### src/rtl/audio_sdram_pkg.sv
// Shared types and constants for the audio SDRAM client: FSM states,
// address width and the two-samples-per-word layout.
package audio_sdram_pkg;

  localparam int SDRAM_ADDR_W = 23;

  localparam int LO_LSB = 0;
  localparam int LO_MSB = 15;
  localparam int HI_LSB = 16;
  localparam int HI_MSB = 31;

  localparam logic [15:0] FLUSH_PAD = 16'h0000;

  typedef enum logic [2:0] {
    ST_IDLE      = 3'd0,
    ST_REC       = 3'd1,
    ST_REC_FLUSH = 3'd2,
    ST_PLAY      = 3'd3,
    ST_STOP_WAIT = 3'd4
  } state_t;

endpackage

### src/rtl/audio_sdram_client_sample_packer.sv
// Pairs incoming record samples into 32-bit words, holds the word being
// written to SDRAM and flags samples dropped while that write is pending.
module sample_packer
  import audio_sdram_pkg::*;
(
  input  logic        i_clk,
  input  logic        i_rst,
  input  logic        clear,
  input  logic        accept,
  input  logic [15:0] sample,
  input  logic        flush,
  input  logic        write_done,
  output logic [31:0] wr_data,
  output logic        wr_pending,
  output logic        lo_valid,
  output logic        overrun
);

  logic [15:0] lo_word;

  // Pair assembly; a completed pair that finds the write slot busy
  // (including the completion cycle itself) is dropped.
  always_ff @(posedge i_clk or posedge i_rst) begin
    if (i_rst) begin
      lo_word    <= 16'h0000;
      lo_valid   <= 1'b0;
      wr_data    <= 32'h0000_0000;
      wr_pending <= 1'b0;
      overrun    <= 1'b0;
    end else if (clear) begin
      lo_word  <= 16'h0000;
      lo_valid <= 1'b0;
      overrun  <= 1'b0;
    end else begin
      if (write_done) begin
        wr_pending <= 1'b0;
      end
      if (accept) begin
        if (!lo_valid) begin
          lo_word  <= sample;
          lo_valid <= 1'b1;
        end else if (wr_pending) begin
          overrun <= 1'b1;
        end else begin
          wr_data[LO_MSB:LO_LSB] <= lo_word;
          wr_data[HI_MSB:HI_LSB] <= sample;
          wr_pending             <= 1'b1;
          lo_valid               <= 1'b0;
        end
      end else if (flush) begin
        wr_data[LO_MSB:LO_LSB] <= lo_word;
        wr_data[HI_MSB:HI_LSB] <= FLUSH_PAD;
        wr_pending             <= 1'b1;
        lo_valid               <= 1'b0;
      end
    end
  end

endmodule

### src/rtl/audio_sdram_client.sv
// Audio record/playback master for the SDRAM bus adapter: records a sample
// stream two-per-word and plays it back to the DAC path on demand.
module audio_sdram_client
  import audio_sdram_pkg::*;
#(
  parameter int                ADDR_W    = SDRAM_ADDR_W,
  parameter logic [ADDR_W-1:0] BASE_ADDR = {ADDR_W{1'b0}},
  parameter logic [ADDR_W-1:0] MAX_ADDR  = {ADDR_W{1'b1}}
) (
  input  logic              i_clk,
  input  logic              i_rst,
  input  logic              i_record,
  input  logic              i_play,
  input  logic              i_stop,
  input  logic              i_sample_valid,
  input  logic [15:0]       i_sample,
  input  logic              i_sample_req,
  output logic [15:0]       o_sample,
  output logic              o_sample_valid,
  output logic [ADDR_W-1:0] sdram_addr,
  output logic              sdram_read,
  input  logic [31:0]       sdram_readdata,
  output logic              sdram_write,
  output logic [31:0]       sdram_writedata,
  input  logic              sdram_finished,
  output logic [ADDR_W-1:0] o_end_addr,
  output logic              o_busy,
  output logic              o_done,
  output logic              o_overrun,
  output logic              o_underrun
);

  state_t            state;
  state_t            state_nx;
  logic [ADDR_W-1:0] addr;
  logic [ADDR_W-1:0] end_abs;
  logic [ADDR_W-1:0] end_nx;
  logic              rd_pending;
  logic [31:0]       cur_word;
  logic [31:0]       pf_word;
  logic              cur_valid;
  logic              pf_valid;
  logic              half;
  logic              wr_pending;
  logic              lo_valid;
  logic [31:0]       wr_data;
  logic              overrun;
  logic              wr_done;
  logic              rd_done;
  logic              at_max;
  logic              flush;
  logic              issue_rd;
  logic              play_empty;
  logic              rec_clear;
  logic              play_init;
  logic              done_nx;
  logic              end_load;

  assign end_abs    = BASE_ADDR + o_end_addr;
  assign wr_done    = wr_pending & sdram_finished;
  assign rd_done    = rd_pending & sdram_finished;
  assign at_max     = (addr == MAX_ADDR);
  assign flush      = (state == ST_REC_FLUSH) && !wr_pending && lo_valid;
  assign issue_rd   = (state == ST_PLAY) && !rd_pending && !pf_valid && (addr < end_abs);
  assign play_empty = !rd_pending && !pf_valid && !cur_valid && !(addr < end_abs);

  assign sdram_addr      = addr;
  assign sdram_write     = wr_pending;
  assign sdram_writedata = wr_data;
  assign sdram_read      = rd_pending;
  assign o_overrun       = overrun;

  sample_packer u_packer (
    .i_clk      (i_clk),
    .i_rst      (i_rst),
    .clear      (rec_clear),
    .accept     ((state == ST_REC) && i_sample_valid),
    .sample     (i_sample),
    .flush      (flush),
    .write_done (wr_done),
    .wr_data    (wr_data),
    .wr_pending (wr_pending),
    .lo_valid   (lo_valid),
    .overrun    (overrun)
  );

  // State register.
  always_ff @(posedge i_clk or posedge i_rst) begin
    if (i_rst) begin
      state <= ST_IDLE;
    end else begin
      state <= state_nx;
    end
  end

  // Next-state and control strobes.
  always_comb begin
    state_nx  = state;
    done_nx   = 1'b0;
    end_load  = 1'b0;
    end_nx    = o_end_addr;
    rec_clear = 1'b0;
    play_init = 1'b0;
    case (state)
      ST_IDLE: begin
        if (i_stop) begin
          state_nx = ST_IDLE;
        end else if (i_record) begin
          state_nx  = ST_REC;
          rec_clear = 1'b1;
        end else if (i_play) begin
          state_nx  = ST_PLAY;
          play_init = 1'b1;
        end else begin
          state_nx = ST_IDLE;
        end
      end
      ST_REC: begin
        if (wr_done && at_max) begin
          state_nx = ST_IDLE;
          done_nx  = 1'b1;
          end_load = 1'b1;
          end_nx   = MAX_ADDR - BASE_ADDR + ADDR_W'(1);
        end else if (i_stop) begin
          state_nx = ST_REC_FLUSH;
        end else begin
          state_nx = ST_REC;
        end
      end
      ST_REC_FLUSH: begin
        // A full region leaves no room for the padded lone half.
        if (wr_done && at_max) begin
          state_nx = ST_IDLE;
          done_nx  = 1'b1;
          end_load = 1'b1;
          end_nx   = MAX_ADDR - BASE_ADDR + ADDR_W'(1);
        end else if (!wr_pending && !lo_valid) begin
          state_nx = ST_IDLE;
          done_nx  = 1'b1;
          end_load = 1'b1;
          end_nx   = addr - BASE_ADDR;
        end else begin
          state_nx = ST_REC_FLUSH;
        end
      end
      ST_PLAY: begin
        if (i_stop) begin
          state_nx = ST_STOP_WAIT;
        end else if (play_empty) begin
          state_nx = ST_IDLE;
          done_nx  = 1'b1;
        end else begin
          state_nx = ST_PLAY;
        end
      end
      ST_STOP_WAIT: begin
        if (!rd_pending) begin
          state_nx = ST_IDLE;
          done_nx  = 1'b1;
        end else begin
          state_nx = ST_STOP_WAIT;
        end
      end
      default: begin
        state_nx = ST_IDLE;
      end
    endcase
  end

  // Address pointer, read request, playback buffers and status outputs.
  always_ff @(posedge i_clk or posedge i_rst) begin
    if (i_rst) begin
      addr           <= {ADDR_W{1'b0}};
      rd_pending     <= 1'b0;
      cur_word       <= 32'h0000_0000;
      pf_word        <= 32'h0000_0000;
      cur_valid      <= 1'b0;
      pf_valid       <= 1'b0;
      half           <= 1'b0;
      o_sample       <= 16'h0000;
      o_sample_valid <= 1'b0;
      o_end_addr     <= {ADDR_W{1'b0}};
      o_busy         <= 1'b0;
      o_done         <= 1'b0;
      o_underrun     <= 1'b0;
    end else begin
      o_done         <= done_nx;
      o_busy         <= (state_nx != ST_IDLE);
      o_sample_valid <= 1'b0;
      if (end_load) begin
        o_end_addr <= end_nx;
      end
      if (rec_clear || play_init) begin
        addr <= BASE_ADDR;
      end else if (wr_done || rd_done) begin
        addr <= addr + ADDR_W'(1);
      end
      if (rd_done) begin
        rd_pending <= 1'b0;
      end else if (issue_rd) begin
        rd_pending <= 1'b1;
      end
      if (play_init) begin
        cur_valid  <= 1'b0;
        pf_valid   <= 1'b0;
        half       <= 1'b0;
        o_underrun <= 1'b0;
      end else if (state == ST_PLAY) begin
        // pf_valid and rd_pending are never both set, so the fill below
        // never collides with a prefetch consume.
        if (rd_done) begin
          pf_word  <= sdram_readdata;
          pf_valid <= 1'b1;
        end
        if (i_sample_req) begin
          o_sample_valid <= 1'b1;
          if (cur_valid) begin
            o_sample <= half ? cur_word[HI_MSB:HI_LSB] : cur_word[LO_MSB:LO_LSB];
            half     <= ~half;
            if (half) begin
              if (pf_valid) begin
                cur_word <= pf_word;
                pf_valid <= 1'b0;
              end else begin
                cur_valid <= 1'b0;
              end
            end
          end else if (pf_valid) begin
            o_sample  <= pf_word[LO_MSB:LO_LSB];
            cur_word  <= pf_word;
            cur_valid <= 1'b1;
            half      <= 1'b1;
            pf_valid  <= 1'b0;
          end else begin
            o_sample   <= 16'h0000;
            o_underrun <= 1'b1;
          end
        end else if (!cur_valid && pf_valid) begin
          cur_word  <= pf_word;
          cur_valid <= 1'b1;
          half      <= 1'b0;
          pf_valid  <= 1'b0;
        end
      end else begin
        cur_valid <= 1'b0;
        pf_valid  <= 1'b0;
        half      <= 1'b0;
      end
    end
  end

endmodule

### config.mk
export PLATFORM = sky130hd
export DESIGN_NAME = audio_sdram_client
export DESIGN_NICKNAME = d
export VERILOG_FILES = /design/src/rtl/audio_sdram_pkg.sv /design/src/rtl/audio_sdram_client_sample_packer.sv /design/src/rtl/audio_sdram_client.sv
export SDC_FILE = /design/constraint.sdc
export NUM_CORES = 1
export LEC_CHECK = 0
export CAP_MARGIN = 25
export CORE_MARGIN = 2
export CORE_UTILIZATION = 56
export CTS_CLUSTER_SIZE = 40
export DETAILED_ROUTE_END_ITERATION = 8
export PLACE_DENSITY = 0.88
export SKIP_CTS_REPAIR_TIMING = 1
export SKIP_LAST_GASP = 1
export SYNTH_ARGS = -nofsm -noshare
export SYNTH_HDL_FRONTEND = slang
export SYNTH_SLANG_ARGS = --single-unit
### constraint.sdc
create_clock -name i_clk -period 9.7 [get_ports i_clk]
set_clock_uncertainty 0.15 [all_clocks]
set_input_delay 1.94 -clock i_clk [delete_from_list [all_inputs] [get_ports i_clk]]
set_output_delay 1.94 -clock i_clk [all_outputs]
set_load 0.02 [all_outputs]
==> results.yml, run 1 <==
global_routing:
  grt_util_met3: 0.07212
  use_met1: 0.3405
  antenna_found_initial: 0
  grt-busiest-layer: "met2"
  grt_pass1_wl_um: 32060
  grt_max_degree: 107
  grt_usage: 0.2515
  grt_pass1_vias: 6282
  grt_overflow: 0
  grt_use_met2: 0.4023
logic_synthesis:
  synth_ff_type: "dfrtp_1"
  ys_seq_area_frac: 0.5585
  synth_area_um2: 8423
  syn-num-nets: 858
  synth_cell_types: 48
  synth_edf_count: 0
  yosys_warnings: 0
  postSynth.asyncResetShare: 1.000
  netlist.top_cell.by_area: "dfrtp_1"
  ys_ff_latch: 188
  synth_area_per_cell_um2: 10.81
  synthCells: 779
  synth_top_cell_area_share: 0.5585
  ys_top_cells_by_area: "dfrtp_1 (56%), mux2_2 (11%), nand2_1 (5.3%)"
final_layout:
  final_nets: 1000
  layoutNonFillerInstCount: 1117
  antenna_cells: 0
  mostFrequentLayoutCells: "dfrtp_1 (188), clkdlybuf4s50_1 (156), nand2_1 (120), mux2_2 (80), nor2_1 (61)"
  final_cell_area_um2: 10770
  syn2layout_area_growth_pct: 27.84
  drive_above_1_share: 0.1522
  final_common_cell: "dfrtp_1"
power:
  peakVddDrop_mv: 0.1323
  swShare: 0.3049
  seqPwrFrac: 0.438
  intPower_mw: 1.634
  power.total_mw: 2.351
  p_sw_uw: 716.9
  p_per_area_nw_per_um2: 218.3
  power_frac_clock: 0.310
  leakage_nw: 4.943
  comb_power_share: 0.252
placed_design:
  port_buffers: 156
  routabilityCongestion: 0.8334
  place_inst: 1083
  postPlaceCellArea_um2: 10090
  dpl.hpwl_um: 12500
  dp_slack_ps: 4761
hold_path:
  hold_end: "u_packer.wr_data[28]"
  min_path_type: "reg2reg"
  hold-path-cell-count: 2
  hp-start: "u_packer.wr_data[28]"
clocking:
  cts_buffer_depth: 2
  cts_root_buffer: "clkbuf_16"
  clk_pin_slew_ps: 60
  cts_tree: "done"
  clkLatencyLatePin_ps: 430
  cts_num_sinks: 188
  h-tree-depth: 4
  cts_buffers: 17
timing:
  final_hold_viol_count: 0
  slew_headroom: 0.3054
  report.final.slew_viol_count: 0
  rsz0062_at_grt: "false"
  tns_ps: 0
  max_freq_mhz: 219.2
  tightest_slew_ps: 1039
  setup_viol: 0
  fin_crit_sh: 0.4704
  fin_crit_ps: 4563
  final.setup.worst_slack_ps: 5137
drt:
  drc: 0
  drt_iter0_drc: 527
  vias: 6282
  detail_route.wl_per_cell_um: 17.32
  first_pass_iters: 5
  wirelength_um: 19350
  postRouteAntennaNets: 0
  via_per_inst: 5.624
floorplan:
  io_pins: 157
  chipWidth_um: 126.6
  initial_utilization: 0.5774
  fp.coreArea_um2: 14590
  die-area_um2: 16040
  die_y_um: 126.6
  fp-row-count: 44
critical_path:
  start_kind: "input pin"
  reg2reg_to: "u_packer.wr_data[4]"
  reg2reg_from: "state[2]"
  cp_top_family: "simple AND/OR/NAND/NOR gates"
  slowest_delay_ps: 660
  rrSetupSlack_ps: 6290
  path_max_fanout: 42
  crit_buf_inv: 2
  worst_path_max_delay_cell: "and2_1"
  end_kind: "flop"
  crit_required_ps: 9860
  critPathArrivalTime_ps: 4720
  reg2reg_depth: 6
  crit_type: "in2reg"
  crit_chain: "clkdlybuf4s50_1 > nor4_1 > and2_1 > or4b_2 > buf_4 > mux2_4"
job:
  cap_violations: 0
run_status:
  status: "finished clean"
## stage by stage
step             util  hold WS [ps]
6_report       0.7381         336.1
5_1_grt        0.7381         361.8
4_1_cts        0.7338         341.2
3_5_place_dp   0.6917         326.8
3_3_place_gp   0.6917         316.3
2_1_floorplan       -         323.6
## synthesized netlist by cell type, drive strengths merged (3+ instances only)
master    n
inv      26
and3      3
nor2     63
o21ai    61
dfrtp   188
nand4    13
xnor2     4
ha       23
clkbuf   31
buf      11
nand2   120
nor3      4
a21oi    44
nand3    34
mux2     96
nor3b     3
xor2     18
and4      3
## cell type report
cell class	count	area, µm²
clock buffers	19	442.9
clock inverters	12	171.4
fillers	1016	3821
inverters	26	105.1
multi-input cells	523	3445
flip-flops and latches	188	4705
well taps	184	230.2
repair buffers	165	1669
## how the worst max path moves through the flow
stage	from	endpoint	slack (ps)	cells after the start
finish	i_stop	u_packer.wr_data[4]	5140	6
global route	i_stop	u_packer.wr_data[4]	4990	6
CTS	i_stop	u_packer.wr_data[11]	5200	6
detailed placement	i_stop	u_packer.wr_data[4]	4760	6
global placement	i_stop	u_packer.wr_data[15]	4830	6
floorplan	i_rst	cur_valid	2500	1
## layer usage
| metal | part of all wire | vias up | wire [µm] |
|---|---|---|---|
| li1 | - | 2948 | - |
| met1 | 0.44 | 3111 | 8440 |
| met2 | 0.49 | 196 | 9402 |
| met3 | 0.064 | 27 | 1231 |
| met4 | 0.014 | 0 | 274 |
| met5 | 0 | - | 0 |
## state kept, by name, indices dropped and copies added (netlist names)
register             count
cur_word                32
pf_word                 32
u_packer.wr_data        32
o_end_addr              23
sdram_addr              23
o_sample                16
u_packer.lo_word        16
state                    3
cur_valid                1
half                     1
o_busy                   1
o_done                   1
o_sample_valid           1
o_underrun               1
pf_valid                 1
sdram_read               1
u_packer.lo_valid        1
u_packer.overrun         1
u_packer.wr_pending      1
## worst min-delay path, cell delays in order (launching register included)
cell     delay (ps)
dfrtp_1         340
nand2_1          50
o21ai_0          60
## cell families (layout without fill, tap and decap cells)
logic type / count (synthesis) / after routing / synth area share
and+or+nand+nor: 258 / 258 / 0.1359
DFF: 188 / 188 / 0.5585
AOI/OAI and AO/OA: 123 / 123 / 0.07903
muxes: 97 / 97 / 0.1367
buffers and inverters: 68 / 222 / 0.03283
adders and majority gates: 23 / 23 / 0.03417
xor gates and xnor gates: 22 / 22 / 0.02288
## power by group through the flow
stage / sequential, mW / combinational, mW / clock, mW
finish: 1.03 / 0.592 / 0.730
global placement: 1.03 / 0.568 / 0
detailed placement: 1.04 / 0.587 / 0
floorplan: 1.09 / 0.298 / 0
CTS: 1.03 / 0.594 / 0.738
global route: 1.05 / 0.642 / 0.774
(Power assumes the default switching activity.)
==> run 2, diff against run 1 <==
--- a/config.mk
+++ b/config.mk
@@ -7,10 +7,10 @@
 export LEC_CHECK = 0
 export CAP_MARGIN = 25
 export CORE_MARGIN = 2
-export CORE_UTILIZATION = 56
+export CORE_UTILIZATION = 47
 export CTS_CLUSTER_SIZE = 40
 export DETAILED_ROUTE_END_ITERATION = 8
-export PLACE_DENSITY = 0.88
+export PLACE_DENSITY = 0.79
 export SKIP_CTS_REPAIR_TIMING = 1
 export SKIP_LAST_GASP = 1
 export SYNTH_ARGS = -nofsm -noshare
==> constraint.sdc (replaced) <==
create_clock -name i_clk -period 3.9 [get_ports i_clk]
set_clock_uncertainty 0.15 [all_clocks]
set_input_delay 0.78 -clock i_clk [delete_from_list [all_inputs] [get_ports i_clk]]
set_output_delay 0.78 -clock i_clk [all_outputs]
set_load 0.02 [all_outputs]
==> run 2 against run 1 <==
  * Flip-flop and latch count unchanged
  * Via count decreased by 1.4%
  * Final cell count increased by 4.5%
  * Wire length decreased by 2.7%
  * Critical path type unchanged
  * Critical endpoint unchanged
==> results.yml, run 2 (same netlist as run 1, synthesis figures left out) <==
run_status:
  status: "finished clean"
timing:
  slew_headroom: 0.4081
  rsz0062_at_grt: "false"
  max_freq_mhz: 352.6
  tightest_slew_ps: 887.9
  final_hold_viol_count: 0
  tns_ps: 0
  setup_viol: 0
  report.final.slew_viol_count: 0
  fin_crit_ps: 2836
  whs_ps: 331.7
  fin_crit_sh: 0.7271
drt:
  detail_route.wl_per_cell_um: 16.14
  postRouteAntennaNets: 0
  via_per_inst: 5.305
  vias: 6191
  drc: 0
  drt_iter0_drc: 380
  first_pass_iters: 5
  wirelength_um: 18830
power:
  peakVddDrop_mv: 0.3423
  p_per_area_nw_per_um2: 538.0
  leakage_nw: 4.983
clocking:
  cts_buffers: 17
  cts_buffer_depth: 2
  cts_tree: "done"
  cts_root_buffer: "clkbuf_16"
  cts_num_sinks: 188
  h-tree-depth: 4
  clkLatencyLatePin_ps: 430
  clk_pin_slew_ps: 60
global_routing:
  grt_overflow: 0
  grt_max_degree: 67
  grt_usage: 0.2067
  grt_pass1_wl_um: 30350
  antenna_found_initial: 0
  grt_pass1_vias: 5947
placed_design:
  port_buffers: 156
  routabilityCongestion: 0.8319
  dpl.hpwl_um: 12720
critical_path:
  crit_required_ps: 4050
  crit_chain: "clkdlybuf4s50_1 > nor4_1 > and2_1 > or4b_2 > buf_4 > mux2_4"
  reg2reg_to: "o_busy"
  rrSetupSlack_ps: 1220
  slowest_delay_ps: 610
  crit_type: "in2reg"
  reg2reg_from: "sdram_addr[22]"
  reg2reg_depth: 7
  end_kind: "flop"
  path_max_fanout: 49
  critPathArrivalTime_ps: 2990
  worst_path_max_delay_cell: "clkdlybuf4s50_1"
  start_kind: "input pin"
final_layout:
  regArea_um2: 4705
  fillerInstances: 1383
  drive_above_1_share: 0.1603
  top_regs: "cur_word: 32 flops, pf_word: 32 flops, u_packer.wr_data: 32 flops"
  multi_input_area_um2: 3450
  syn2layout_area_growth_pct: 29.13
  mostFrequentLayoutCells: "dfrtp_1 (188), clkdlybuf4s50_1 (156), nand2_1 (120), mux2_2 (80), nor2_1 (61)"
  antenna_cells: 0
  final_nets: 1008
  final_common_cell: "dfrtp_1"
hold_path:
  hold_end: "u_packer.wr_data[29]"
  min_path_type: "reg2reg"
  hold-path-cell-count: 2
  hp-start: "u_packer.wr_data[29]"
floorplan:
  initial_utilization: 0.4836
  die-area_um2: 19010
  fp.coreArea_um2: 17420
  die_y_um: 137.9
  fp-row-count: 48
  io_pins: 157
  chipWidth_um: 137.9
job:
  cap_violations: 0
==> run 2: worst max path at each step <==
stage	start	to	cells after the start
after global routing	sdram_finished	o_end_addr[22]	8
after floorplan	i_rst	cur_valid	1
final	i_stop	u_packer.wr_data[4]	6
after detailed placement	i_stop	u_packer.wr_data[3]	6
after global placement	i_stop	u_packer.wr_data[12]	6
after CTS	i_stop	u_packer.wr_data[4]	6
==> run 2: metal layers <==
metal / global-route usage / share of wire / wire [µm]
met1: 0.2779 / 0.46 / 8572
met2: 0.3377 / 0.48 / 9131
met3: 0.03947 / 0.041 / 777
met4: 0.07086 / 0.019 / 350
met5: 0 / 0 / 0
==> run 2: per-stage QoR <==
step / worst slack (ps) / cell area [µm²] / cells / total power, mW / utilization
global route: 947.1 / 10880 / 1167 / 6.147 / 0.6245
global placement: 683.2 / 10230 / 1134 / 4.013 / 0.5874
floorplan: 549.5 / 8427 / 779 / 3.454 / -
finish: 1064 / 10880 / 1167 / 5.852 / 0.6245
detailed placement: 646.8 / 10230 / 1134 / 4.070 / 0.5874
CTS: 1091 / 10860 / 1166 / 5.897 / 0.6236
==> run 2: area by class of cell <==
cell class                      instances  share of cell area
Sequential cell                       188              0.4325
Multi-Input combinational cell        523              0.3172
Timing Repair Buffer                  173              0.1571
Clock buffer                           23             0.04578
Tap cell                              225             0.02588
Clock inverter                          9             0.01219
Inverter                               26            0.009318
==> run 2: where the power goes <==
| part | switching (mW) | internal [mW] | leakage (nW) | total (mW) |
|---|---|---|---|---|
| combinational | 0.790 | 0.693 | 2.10 | 1.48 |
| clock | 0.723 | 1.10 | 0.306 | 1.82 |
| sequential | 0.240 | 2.31 | 2.58 | 2.55 |
| total | 1.75 | 4.10 | 4.98 | 5.85 |
==> run 2: critical path: cells and delay by family <==
| family | cells | cell delay, ps |
|---|---|---|
| buf+inv | 2 | 940 |
| simple gates | 3 | 890 |
| mux | 1 | 360 |
